**config.mk**
```make
export PLATFORM = sky130hd
export DESIGN_NAME = debug_run_controller
export DESIGN_NICKNAME = d
export VERILOG_FILES = /design/src/rtl/debug_run_controller.sv
export SDC_FILE = /design/constraint.sdc
export NUM_CORES = 1
export LEC_CHECK = 0
export ABC_AREA = 1
export BUFFER_PORTS_ARGS = -buffer_cell sky130_fd_sc_hd__buf_2
export CAP_MARGIN = 10
export CORE_MARGIN = 2
export CORE_UTILIZATION = 60
export CTS_BUF_LIST = sky130_fd_sc_hd__clkbuf_8
export DETAILED_ROUTE_END_ITERATION = 8
export GPL_TIMING_DRIVEN = 0
export HOLD_SLACK_MARGIN = 0.1
export PLACE_DENSITY = 0.82
export SETUP_SLACK_MARGIN = 0.15
export SLEW_MARGIN = 30
export SYNTH_ARGS = -nofsm -noshare
export SYNTH_HDL_FRONTEND = slang
export SYNTH_SLANG_ARGS = --single-unit
```
**constraint.sdc**
```tcl
create_clock -name clk -period 7 [get_ports clk]
set_clock_uncertainty 0.1 [all_clocks]
set_input_delay 1.05 -clock clk [delete_from_list [all_inputs] [get_ports clk]]
set_output_delay 1.05 -clock clk [all_outputs]
set_load 0.03 [all_outputs]
```
**src/rtl/debug_run_controller.sv**
```systemverilog
// -----------------------------------------------------------------------------
// debug_run_controller
//   Run/step sequencer for the pipelined MIPS core on the UART debug path.
//   Single-byte commands from the UART receiver start a continuous run, a
//   single step, a soft reset (pipeline flush plus counter clear) or a dump.
//   A dump streams the executed-cycle count to the UART transmitter, least
//   significant byte first. The pipeline stops on HALT or on a watchdog expiry.
//
// Ports
//   clk           in   system clock, rising edge
//   rst_n         in   asynchronous active-low reset
//   cmd_data      in   received command byte
//   cmd_valid     in   one-cycle strobe qualifying cmd_data
//   halt_detected in   decode stage holds the HALT opcode
//   tx_ready      in   transmitter can accept a byte
//   pipe_en       out  clock enable for pipeline registers and PC
//   pipe_flush    out  one-cycle synchronous clear for pipeline registers
//   tx_data       out  byte to transmit
//   tx_valid      out  tx_data valid
//   cycle_count   out  enabled pipeline cycles since the last clear
//   halted        out  pipeline stopped by HALT or watchdog
//   timeout       out  stop was caused by the watchdog
//   busy          out  dump in progress, commands ignored
// -----------------------------------------------------------------------------
module debug_run_controller #(
  parameter int unsigned CNT_W    = 32,
  parameter int unsigned WATCHDOG = 1000000,
  parameter logic [7:0]  CMD_RUN  = 8'h63,
  parameter logic [7:0]  CMD_STEP = 8'h73,
  parameter logic [7:0]  CMD_RST  = 8'h72,
  parameter logic [7:0]  CMD_DUMP = 8'h64
) (
  input  logic             clk,
  input  logic             rst_n,
  input  logic [7:0]       cmd_data,
  input  logic             cmd_valid,
  input  logic             halt_detected,
  input  logic             tx_ready,
  output logic             pipe_en,
  output logic             pipe_flush,
  output logic [7:0]       tx_data,
  output logic             tx_valid,
  output logic [CNT_W-1:0] cycle_count,
  output logic             halted,
  output logic             timeout,
  output logic             busy
);

  localparam int unsigned     NBYTES   = CNT_W / 8;
  localparam int unsigned     BW       = $clog2(NBYTES + 1);
  localparam logic [CNT_W-1:0] WD_LIMIT = CNT_W'(WATCHDOG);
  localparam logic [BW-1:0]   BYTES_ALL = BW'(NBYTES);
  localparam logic [BW-1:0]   BYTE_ONE  = BW'(1);

  typedef enum logic [2:0] {
    S_IDLE,
    S_RUN,
    S_STEP,
    S_HALTED,
    S_DUMP
  } state_e;

  state_e           state_q, state_d;
  logic [CNT_W-1:0] cnt_q, cnt_d;
  logic             halted_q, halted_d;
  logic             timeout_q, timeout_d;
  logic             flush_q, flush_d;
  logic             ret_halted_q, ret_halted_d;   // dump returns to HALTED
  logic [CNT_W-1:0] shift_q, shift_d;             // snapshot, shifted per byte
  logic [BW-1:0]    left_q, left_d;               // bytes still to send
  logic             txv_q, txv_d;

  logic [CNT_W-1:0] cnt_inc;
  logic             is_run, is_step, is_rst, is_dump;

  assign cnt_inc = (cnt_q == '1) ? cnt_q : cnt_q + 1'b1;
  assign is_run  = cmd_valid && (cmd_data == CMD_RUN);
  assign is_step = cmd_valid && (cmd_data == CMD_STEP);
  assign is_rst  = cmd_valid && (cmd_data == CMD_RST);
  assign is_dump = cmd_valid && (cmd_data == CMD_DUMP);

  always_comb begin
    state_d      = state_q;
    cnt_d        = cnt_q;
    halted_d     = halted_q;
    timeout_d    = timeout_q;
    flush_d      = 1'b0;
    ret_halted_d = ret_halted_q;
    shift_d      = shift_q;
    left_d       = left_q;
    txv_d        = txv_q;

    case (state_q)
      S_IDLE: begin
        if (is_run) begin
          state_d = S_RUN;
        end else if (is_step) begin
          state_d = S_STEP;
        end else if (is_dump) begin
          state_d      = S_DUMP;
          ret_halted_d = 1'b0;
          shift_d      = cnt_q;
          left_d       = BYTES_ALL;
          txv_d        = 1'b1;
        end else if (is_rst) begin
          flush_d   = 1'b1;
          cnt_d     = '0;
          halted_d  = 1'b0;
          timeout_d = 1'b0;
        end
      end

      S_RUN: begin
        cnt_d = cnt_inc;
        if (halt_detected) begin
          state_d  = S_HALTED;
          halted_d = 1'b1;
        end else if ((WATCHDOG != 0) && (cnt_inc == WD_LIMIT)) begin
          state_d   = S_HALTED;
          halted_d  = 1'b1;
          timeout_d = 1'b1;
        end
      end

      S_STEP: begin
        cnt_d = cnt_inc;
        if (halt_detected) begin
          state_d  = S_HALTED;
          halted_d = 1'b1;
        end else begin
          state_d = S_IDLE;
        end
      end

      S_HALTED: begin
        if (is_dump) begin
          state_d      = S_DUMP;
          ret_halted_d = 1'b1;
          shift_d      = cnt_q;
          left_d       = BYTES_ALL;
          txv_d        = 1'b1;
        end else if (is_rst) begin
          state_d   = S_IDLE;
          flush_d   = 1'b1;
          cnt_d     = '0;
          halted_d  = 1'b0;
          timeout_d = 1'b0;
        end
      end

      S_DUMP: begin
        if (txv_q && tx_ready) begin
          if (left_q == BYTE_ONE) begin
            txv_d   = 1'b0;
            shift_d = '0;
            left_d  = '0;
            state_d = ret_halted_q ? S_HALTED : S_IDLE;
          end else begin
            shift_d = shift_q >> 8;
            left_d  = left_q - 1'b1;
          end
        end
      end

      default: state_d = S_IDLE;
    endcase
  end

  always_ff @(posedge clk or negedge rst_n) begin
    if (!rst_n) begin
      state_q      <= S_IDLE;
      cnt_q        <= '0;
      halted_q     <= 1'b0;
      timeout_q    <= 1'b0;
      flush_q      <= 1'b0;
      ret_halted_q <= 1'b0;
      shift_q      <= '0;
      left_q       <= '0;
      txv_q        <= 1'b0;
    end else begin
      state_q      <= state_d;
      cnt_q        <= cnt_d;
      halted_q     <= halted_d;
      timeout_q    <= timeout_d;
      flush_q      <= flush_d;
      ret_halted_q <= ret_halted_d;
      shift_q      <= shift_d;
      left_q       <= left_d;
      txv_q        <= txv_d;
    end
  end

  assign pipe_en     = (state_q == S_RUN) || (state_q == S_STEP);
  assign busy        = (state_q == S_DUMP);
  assign pipe_flush  = flush_q;
  assign tx_data     = shift_q[7:0];
  assign tx_valid    = txv_q;
  assign cycle_count = cnt_q;
  assign halted      = halted_q;
  assign timeout     = timeout_q;

endmodule

```
Word-level counts from Yosys, hierarchy flattened
Index checks and enable logic that the tools add are counted.
{"block": "op_classes", "addsub": 2, "multipliers": 0, "div": 0, "magnitude_cmp": 0, "eq_ne": 23, "shift": 0, "n_mux": 60, "bitwise": 0, "reduce_logical": 20}
{"cell": "2-to-1 mux 32 bit", "count": 9}
{"cell": "case mux 32 bit (3 select lines)", "count": 2}
{"cell": "2-to-1 mux 3 bit", "count": 14}
{"cell": "adder 32 x 1 -> 32 bit, second input constant", "count": 1}
{"cell": "== test 32 x 20 -> 1 bit, second input constant", "count": 1}
{"cell": "== test 32 bit, second input constant", "count": 1}
{"cell": "== test 8 x 7 -> 1 bit, second input constant", "count": 4}
{"cell": "2-to-1 mux 1 bit", "count": 25}
{"cell": "AND reduction 5 bit", "count": 5}
{"cell": "2-to-1 mux 24 bit", "count": 1}
{"cell": "case mux 3 bit (5 select lines)", "count": 1}
{"cell": "inequality test 2 bit, second input constant", "count": 7}
{"cell": "case mux 3 bit (3 select lines)", "count": 1}
{"cell": "nonzero test 3 bit", "count": 3}
{"cell": "== test 3 x 1 -> 1 bit, second input constant", "count": 2}
{"cell": "== test 3 x 2 -> 1 bit, second input constant", "count": 2}
{"cell": "inequality test 3 bit, second input constant", "count": 2}
{"cell": "case mux 1 bit (3 select lines)", "count": 2}
{"cell": "logical AND 1 bit", "count": 5}
{"cell": "2-to-1 mux 2 bit", "count": 2}
{"cell": "inequality test 2 x 1 -> 1 bit, second input constant", "count": 2}
{"cell": "inequality test 4 bit, second input constant", "count": 1}
{"cell": "case mux 1 bit (2 select lines)", "count": 2}
{"cell": "case mux 1 bit (4 select lines)", "count": 1}
{"cell": "9 further kinds", "count": 9}
{"block": "totals", "reg_bits": 75, "latchBits": 0, "ramBits": 0, "rom_bits": 0, "inputBits": 13, "output_inout_bits": 46, "wordCells": 114, "memories": 0}

Depth between registers and ports, before layout
Gate-level depths: netlist (run 1).
{"block": "logic_depth", "word_depth": 7, "ltp_mapped": 19, "ltp_nobuf": 18}

Worst setup path after synthesis (run 1)
No wires, ideal clock.
{"block": "synth_timing", "path_type": "reg-to-output", "from": "register state_q[2]", "to": "output pipe_en", "arrival_time_ns": 1.434, "required_ns": 5.850, "path_slack_ns": 4.416, "path_stages_with_launch": 5, "n_path_buf": 1, "cell_sequence": "dfrtp_1 > nor3_2 > inv_1 > nand2_1 > buf_1"}
{"block": "synth_between", "elab_chain_cells": 2, "elab_cells_between_ends": 3, "classes_between": "eq/ne (2); reduce/logical (1)"}
{"item": "start: declaration", "line": "63", "rtl": "state_e state_q, state_d;"}
{"item": "start signal: assignment", "line": "181", "rtl": "state_q <= state_d;"}
{"item": "== test 3 x 1 -> 1 bit or == test 3 x 2 -> 1 bit (tied branches)", "line": "193", "rtl": "assign pipe_en = (state_q == S_RUN) || (state_q == S_STEP);"}
{"item": "logical OR 1 bit (*)", "line": "193"}
{"item": "end: declaration", "line": "39", "rtl": "output logic pipe_en,"}
Every way passes the cells marked *; elsewhere a longest branch is shown, timed or not.

Final worst setup path (run 1)
Same ends and word-level chain as after synthesis.

==> impl_metrics.ini, run 1 <==
[status]
status = finished clean

[clock_network]
cts-htree-levels = 3
ctsHoldBuffers = 0
numCtsBuffers = 9
clock_path_buffers = 2
postCtsSetupBuffers = 0
clkTransAtPathRegs_ps = 90
clock_sinks = 75
clkLatencyLatePin_ps = 360
cts_tree = yes
root_buffer = clkbuf_8
cts_resized = 0

[yosys]
ys.flop_type = dfrtp_1
yosys_warnings = 0
synth_top_family_by_area = simple AND/OR/NAND/NOR gates
synth-seq-area-share = 0.403
synth-async-reset-ratio = 1.00
synth_edf_count = 0
yosys_register_bits = 75
synth_nets = 678
ys_types = 42
yosys.area_share.simple = 0.340
synth_compound_area_frac = 0.147
synth_area_um2 = 4650
syn_inst = 662
synth_area_per_cell_um2 = 7.03
synthMuxAreaShare = 0
synth_fa_ha_area_frac = 0.00807
synthXorXnorAreaFrac = 0.0132

[layout]
area_delta_synth_final_pct = 13.6
fillers = 672
final_area_um2 = 5290
layout.nets = 748
post-route-util = 0.695
final_cells = 839
drive_gt1_frac = 0.160
antennaDiodeCount = 0

[min_path]
hold_class = register to register
hold_end = halted
hp-start = halted
hold_depth = 2

[drt]
post-route-drc-count = 0
drt_iter0_drc = 514
ant_nets = 0
avgRoutedWirePerCell_um = 15.9
route.vias.total = 4703
routed_via_density = 5.61
drt_wl_total_mm = 13.4
dr.pass1.iters = 6

[grt]
antenna_found_initial = 0
grt_usage = 0.324
grt_pass1_wl_mm = 21.4
grt_pass1_vias = 4266
grt_overflow = 0
grt_max_degree = 49

[timing]
max_freq_mhz = 296
setup_viol = 0
hold_viol = 0
final.setup.tns_ps = 0
rsz0062_at_grt = no
timing.final.crit_share = 0.482
drv_slew = 0
worst_pin_slew_ps = 659
relSlewSlack = 0.561
layout_min_cycle_time_ps = 3370

[place]
placedCellCount = 823
dp_hpwl_mm = 10.2
place_area_um2 = 5100
portBuffers = 58
finalWeightedCongestion = 0.965

[power_and_ir_drop]
leakagePower_nw = 2.79
power_w = 0.000775
power.density_nw_per_um2 = 147
ir_worst_vdd_v = 0.0000971

[job]
cap_violations = 0

[die]
die-height_um = 92.1
initial_core_util = 0.612
core_um2 = 7610
die_w_um = 92.1
ios = 59
row_count = 32
die_area_um2 = 8480

[critical_path]
end_kind = output pin
worstPathRequired_ps = 5850
reg2regPathDepth = 16
critPathKind = register to output pin
cp_data_arrival_time_ps = 2220
max_stage_delay_ps = 440
cp_max_fo = 10
r2r-end = halted
crit_path_top_delay_cell = dfrtp_1
crit_path_start_kind = register
timing.rr.start = cycle_count[0]
path_cells = nor3_2 > inv_1 > nand2_1 > buf_1 > buf_2
r2r_slack_ps = 3870
[how the worst max path moves through the flow]
| stage | endpoint | cells past startpoint | from | slack (ps) |
|---|---|---|---|---|
| after global placement | state_q[0] | 16 | cycle_count[0] | 4020 |
| final | pipe_en | 5 | state_q[2] | 3630 |
| after detailed placement | state_q[0] | 16 | cycle_count[0] | 3990 |
| after CTS | pipe_en | 5 | state_q[2] | 3620 |
| after floorplan | pipe_en | 4 | state_q[2] | 4420 |
| after global routing | pipe_en | 6 | state_q[0] | 3500 |
[synthesized netlist by cell type, types with 2 or more instances]
library cell / count / share of area
a22oi_1: 24 / 0.039
buf_2: 4 / 0.0043
nand3_2: 2 / 0.0043
nor2_1: 74 / 0.060
o21ai_1: 3 / 0.0032
o21ai_0: 64 / 0.069
xor2_1: 6 / 0.011
nor2_2: 9 / 0.012
o22ai_1: 10 / 0.013
buf_4: 10 / 0.016
dfrtp_1: 75 / 0.40
nor2_4: 3 / 0.0073
nand3_1: 54 / 0.058
nand2_2: 4 / 0.0054
nand2_1: 202 / 0.16
nand3b_1: 3 / 0.0048
nor3_1: 3 / 0.0032
ha_1: 3 / 0.0081
inv_2: 3 / 0.0024
clkbuf_1: 13 / 0.010
inv_1: 63 / 0.051
a22o_1: 2 / 0.0038
a21oi_1: 6 / 0.0065
nand4_1: 3 / 0.0040
nand2_4: 2 / 0.0048
[cells by family after synthesis]
logic type,after synthesis
AND/OR/NAND/NOR,365
buffers and inverters,96
adder cells (fa/ha/maj),3
AO/OA/AOI/OAI,116
XOR/XNOR,7
flip-flops,75
[worst max-delay path, delay by kind of cell (launching register included)]
family / cells / cell delay, ps
buf+inv: 3 / 810
simple gates: 2 / 620
flops: 1 / 440
[cells in the final DEF (no fill, tap or decap), drive strengths merged, types with 2 or more instances in the layout]
master	count
xor2	6
o22ai	10
buf	75
o21ai	67
nand3	56
clkinv	2
nand4	3
nor2	87
ha	3
clkinvlp	3
a22oi	24
clkbuf	22
a21oi	7
nand2	208
a22o	2
nand3b	3
inv	69
nor3	4
dfrtp	75
[routing by layer]
metal  part of all wire  global-route usage  wire length, um  vias up
met1               0.44               0.463             5840     2168
met3              0.076              0.0370             1020       28
met2               0.47               0.510             6220      214
li1                   -                   -                -     2293
met5                  0                   0                0        -
met4              0.021               0.126              286        0
[power breakdown]
part	leakage (nW)	internal (W)	switching (W)	total (W)
sequential	0.881	0.000433	0	0.000433
combinational	1.82	0.00000526	0.0000127	0.0000180
clock	0.0844	0.000134	0.000190	0.000324
[registers in the layout (all words and copies together), names as in the netlist]
register and cells:
cycle_count 32, shift_q 32, left_q 3, state_q 3, halted 1, pipe_flush 1, ret_halted_q 1, timeout 1
tx_valid 1
[layout make-up]
type / count / area, um2 / area share
clock buffer: 9 / 124 / 0.0234
multi-input combinational: 491 / 2370 / 0.448
inverter: 67 / 251 / 0.0476
buffer: 29 / 159 / 0.0301
timing repair buffer: 59 / 320 / 0.0606
sequential: 75 / 1880 / 0.355
clock inverter: 7 / 60.1 / 0.0114
tap: 102 / 128 / 0.0241
[stage by stage]
stage	hold WS, ps	worst slack [ps]
3_5_place_dp	358	3990
6_report	377	3630
3_3_place_gp	352	4020
4_1_cts	380	3620
5_1_grt	416	3500
2_1_floorplan	352	4420
No activity file was read; power rests on OpenSTA's default activity.
==> run 2: changes to the inputs <==
- ABC_AREA: 1 -> 0
- CORE_UTILIZATION: 60 -> 55
- PLACE_DENSITY: 0.82 -> 0.79
- clock period: 7 -> 2.8 ns (I/O delays scaled with it)
==> run 2 against run 1 <==
Wire length is 17% higher; combinational power is 140% higher; worst hold slack worse by 100 ps; count of clock-buffer cells in the layout stayed put; sequential power is 150% higher; via count is 6.1% higher; final area is 14% higher; clock power grew to 2.6 times the previous value; sequential share of layout area is 3.9 points lower; critical path depth is 5 higher; final cell count is 8.5% lower; utilization is 3.7 points higher; critical path type is now register to register; largest cell class unchanged; highest routed layer unchanged.
==> impl_metrics.ini, run 2 <==
[status]
status = finished clean

[layout]
final_common_cell = nand2_1
antennaDiodeCount = 0
area_delta_synth_final_pct = 29.3
drive_gt1_frac = 0.336
final_area_um2 = 6010
fillers = 643
final_cell_mix = 73 x nand2_1, 67 x o21ai_0, 60 x buf_2
layout.nets = 674

[place]
finalWeightedCongestion = 0.989
place_ws_ps = -372
portBuffers = 58
dp_hpwl_mm = 10.5
place_area_um2 = 5200

[drt]
drt_wl_total_mm = 15.6
avgRoutedWirePerCell_um = 20.3
drt_iter0_drc = 583
ant_nets = 0
route.vias.total = 4992
dr.pass1.iters = 6
routed_via_density = 6.50
post-route-drc-count = 0

[yosys]
synth-seq-area-share = 0.404
synth_top_cell_area_share = 0.404
synth-async-reset-ratio = 1.00
synth_area_um2 = 4650
synth_area_per_cell_um2 = 8.57
synth_nets = 558
synth_edf_count = 0
ys_types = 68
ys.flop_type = dfrtp_1
synth.top_cells.by_area = dfrtp_1 40%, o21ai_0 7.2%, nand2_1 6.1%
yosysMostFrequentCell = nand2_1
yosys-top-cells-count = 76 x nand2_1, 75 x dfrtp_1, 67 x o21ai_0
synth_top_cell_by_area = dfrtp_1
yosys_warnings = 0
yosys_register_bits = 75
syn_inst = 542

[critical_path]
path_cells = buf_6 > nand4_4 > buf_4 > or4_4 > o311ai_1 > nand4_1 > buf_4 > nor3_2 > nand4_1 > a21oi_1
critPathKind = register to register
cp_data_arrival_time_ps = 2940
end_kind = register
crit_path_top_delay_cell = or4_4
cp_max_fo = 6
max_stage_delay_ps = 460
crit_path_start_kind = register
worstPathRequired_ps = 3000

[die]
core_um2 = 8220
die-height_um = 95.9
row_count = 33
ios = 59
die_area_um2 = 9200
initial_core_util = 0.566
die_w_um = 95.9

[power_and_ir_drop]
combPwrFrac = 0.022
leakagePower_nw = 2.54
ir_worst_vdd_v = 0.000241
power.density_nw_per_um2 = 326
clkPwrFrac = 0.426
switchingPower_w = 0.000520
power.internal_w = 0.00144
swShare = 0.265
seqPwrFrac = 0.552

[grt]
antenna_found_initial = 0
grt_max_degree = 53
grt_usage = 0.339
grt_overflow = 0
grt_pass1_wl_mm = 23.6
grt_pass1_vias = 4521

[clock_network]
clock_sinks = 75
numCtsBuffers = 9
clkTransAtPathRegs_ps = 90
cts-htree-levels = 3
clkLatencyLatePin_ps = 380
cts_tree = yes
clock_path_buffers = 2
root_buffer = clkbuf_8

[timing]
drv_slew = 0
setup_viol = 0
timing.final.crit_share = 0.980
rsz0062_at_grt = yes
relSlewSlack = 0.530
final.setup.tns_ps = 0
worst_pin_slew_ps = 704
max_freq_mhz = 365
layout_min_cycle_time_ps = 2740
holdWs_ps = 276
hold_viol = 0
timing.final.ws_setup_ps = 56.7

[min_path]
hold_class = input port to register

[job]
cap_violations = 0
-- run 2: cell count changes after synthesis, moves of 8 or more --
cell      delta
a21oi_1     +29
a22o_1       +9
a31oi_1     +10
clkbuf_1    +17
inv_1       -53
nand2_1    -126
nand3_1     -37
nand4_1     +11
nor2_1      -47
nor2_2       -9
nor3_1      +10
o22ai_1      -8
-- run 2: path summary, 6_finish.rpt --
check                           depth (start not counted)  slack, ps             end       startpoint
max in group asynchronous                               3       1650      state_q[0]            rst_n
worst max-delay path                                   10         60          halted  cycle_count[11]
worst max register to register                         10         60          halted  cycle_count[11]
min in group asynchronous                               2        390  cycle_count[4]            rst_n
worst min register to register                          2        400      shift_q[3]       shift_q[3]
worst min-delay path                                    3        280          halted    halt_detected
-- run 2: metrics by stage --
| stage | power (W) | utilization | cells |
|---|---|---|---|
| global route | 0.00203 | 0.732 | 768 |
| CTS | 0.00197 | 0.685 | 741 |
| finish | 0.00196 | 0.732 | 768 |
| floorplan | 0.00111 | - | 542 |
| detailed placement | 0.00115 | 0.633 | 706 |
| global placement | 0.00114 | 0.630 | 705 |
-- run 2: kinds of logic (layout without fill, tap and decap cells) --
group                      count (synthesis)  count (layout)  share of synthesized area
AOI/OAI and AO/OA                        187             187                      0.262
buffers and inverters                     61             182                     0.0611
muxes                                      5               5                     0.0113
DFF                                       75              75                      0.404
and+or+nand+nor                          202             202                      0.236
adders and majority gates                  3               3                    0.00808
xor gates and xnor gates                   9               9                     0.0170
-- run 2: layer usage --
| metal | vias up | part of all wire | GRT usage |
|---|---|---|---|
| li1 | 2245 | - | - |
| met1 | 2397 | 0.41 | 0.460 |
| met3 | 51 | 0.087 | 0.0673 |
| met4 | 0 | 0.027 | 0.119 |
| met2 | 299 | 0.47 | 0.543 |
| met5 | - | 0 | 0 |
-- run 2: worst max-delay path: cells and delay by family (launching register included) --
| family | cells | cell delay, ps |
|---|---|---|
| AO/OA/AOI/OAI | 2 | 540 |
| buffers and inverters | 3 | 520 |
| AND/OR/NAND/NOR | 5 | 1110 |
| flip-flops | 1 | 390 |
-- run 2: power by group through the flow --
stage / registers [W] / clock network [W] / logic (W)
after floorplan: 0.00110 / 0 / 0.00000386
after global placement: 0.00110 / 0 / 0.0000351
after detailed placement: 0.00110 / 0 / 0.0000413
after CTS: 0.00108 / 0.000840 / 0.0000427
after global routing: 0.00108 / 0.000894 / 0.0000488
final: 0.00108 / 0.000835 / 0.0000430
-- run 2: cell type report --
class                   instances  area (um2)  share of cell area
multi-input cells             406        2690               0.448
flip-flops and latches         75        1900               0.316
repair buffers                105         707               0.118
plain buffers                  51         348              0.0579
well taps                     105         131              0.0219
clock buffers                   9         124              0.0206
clock inverters                 7        70.1              0.0117
inverters                      10        37.5             0.00624
-- run 2: repair_timing --
item                                    CTS  global route
hold buffers                              1             0
gates resized for setup                  26            56
hold endpoints to repair                 23             0
endpoints found under the setup margin   44            50
pin swaps                                16            20
buffers inserted                         18            27
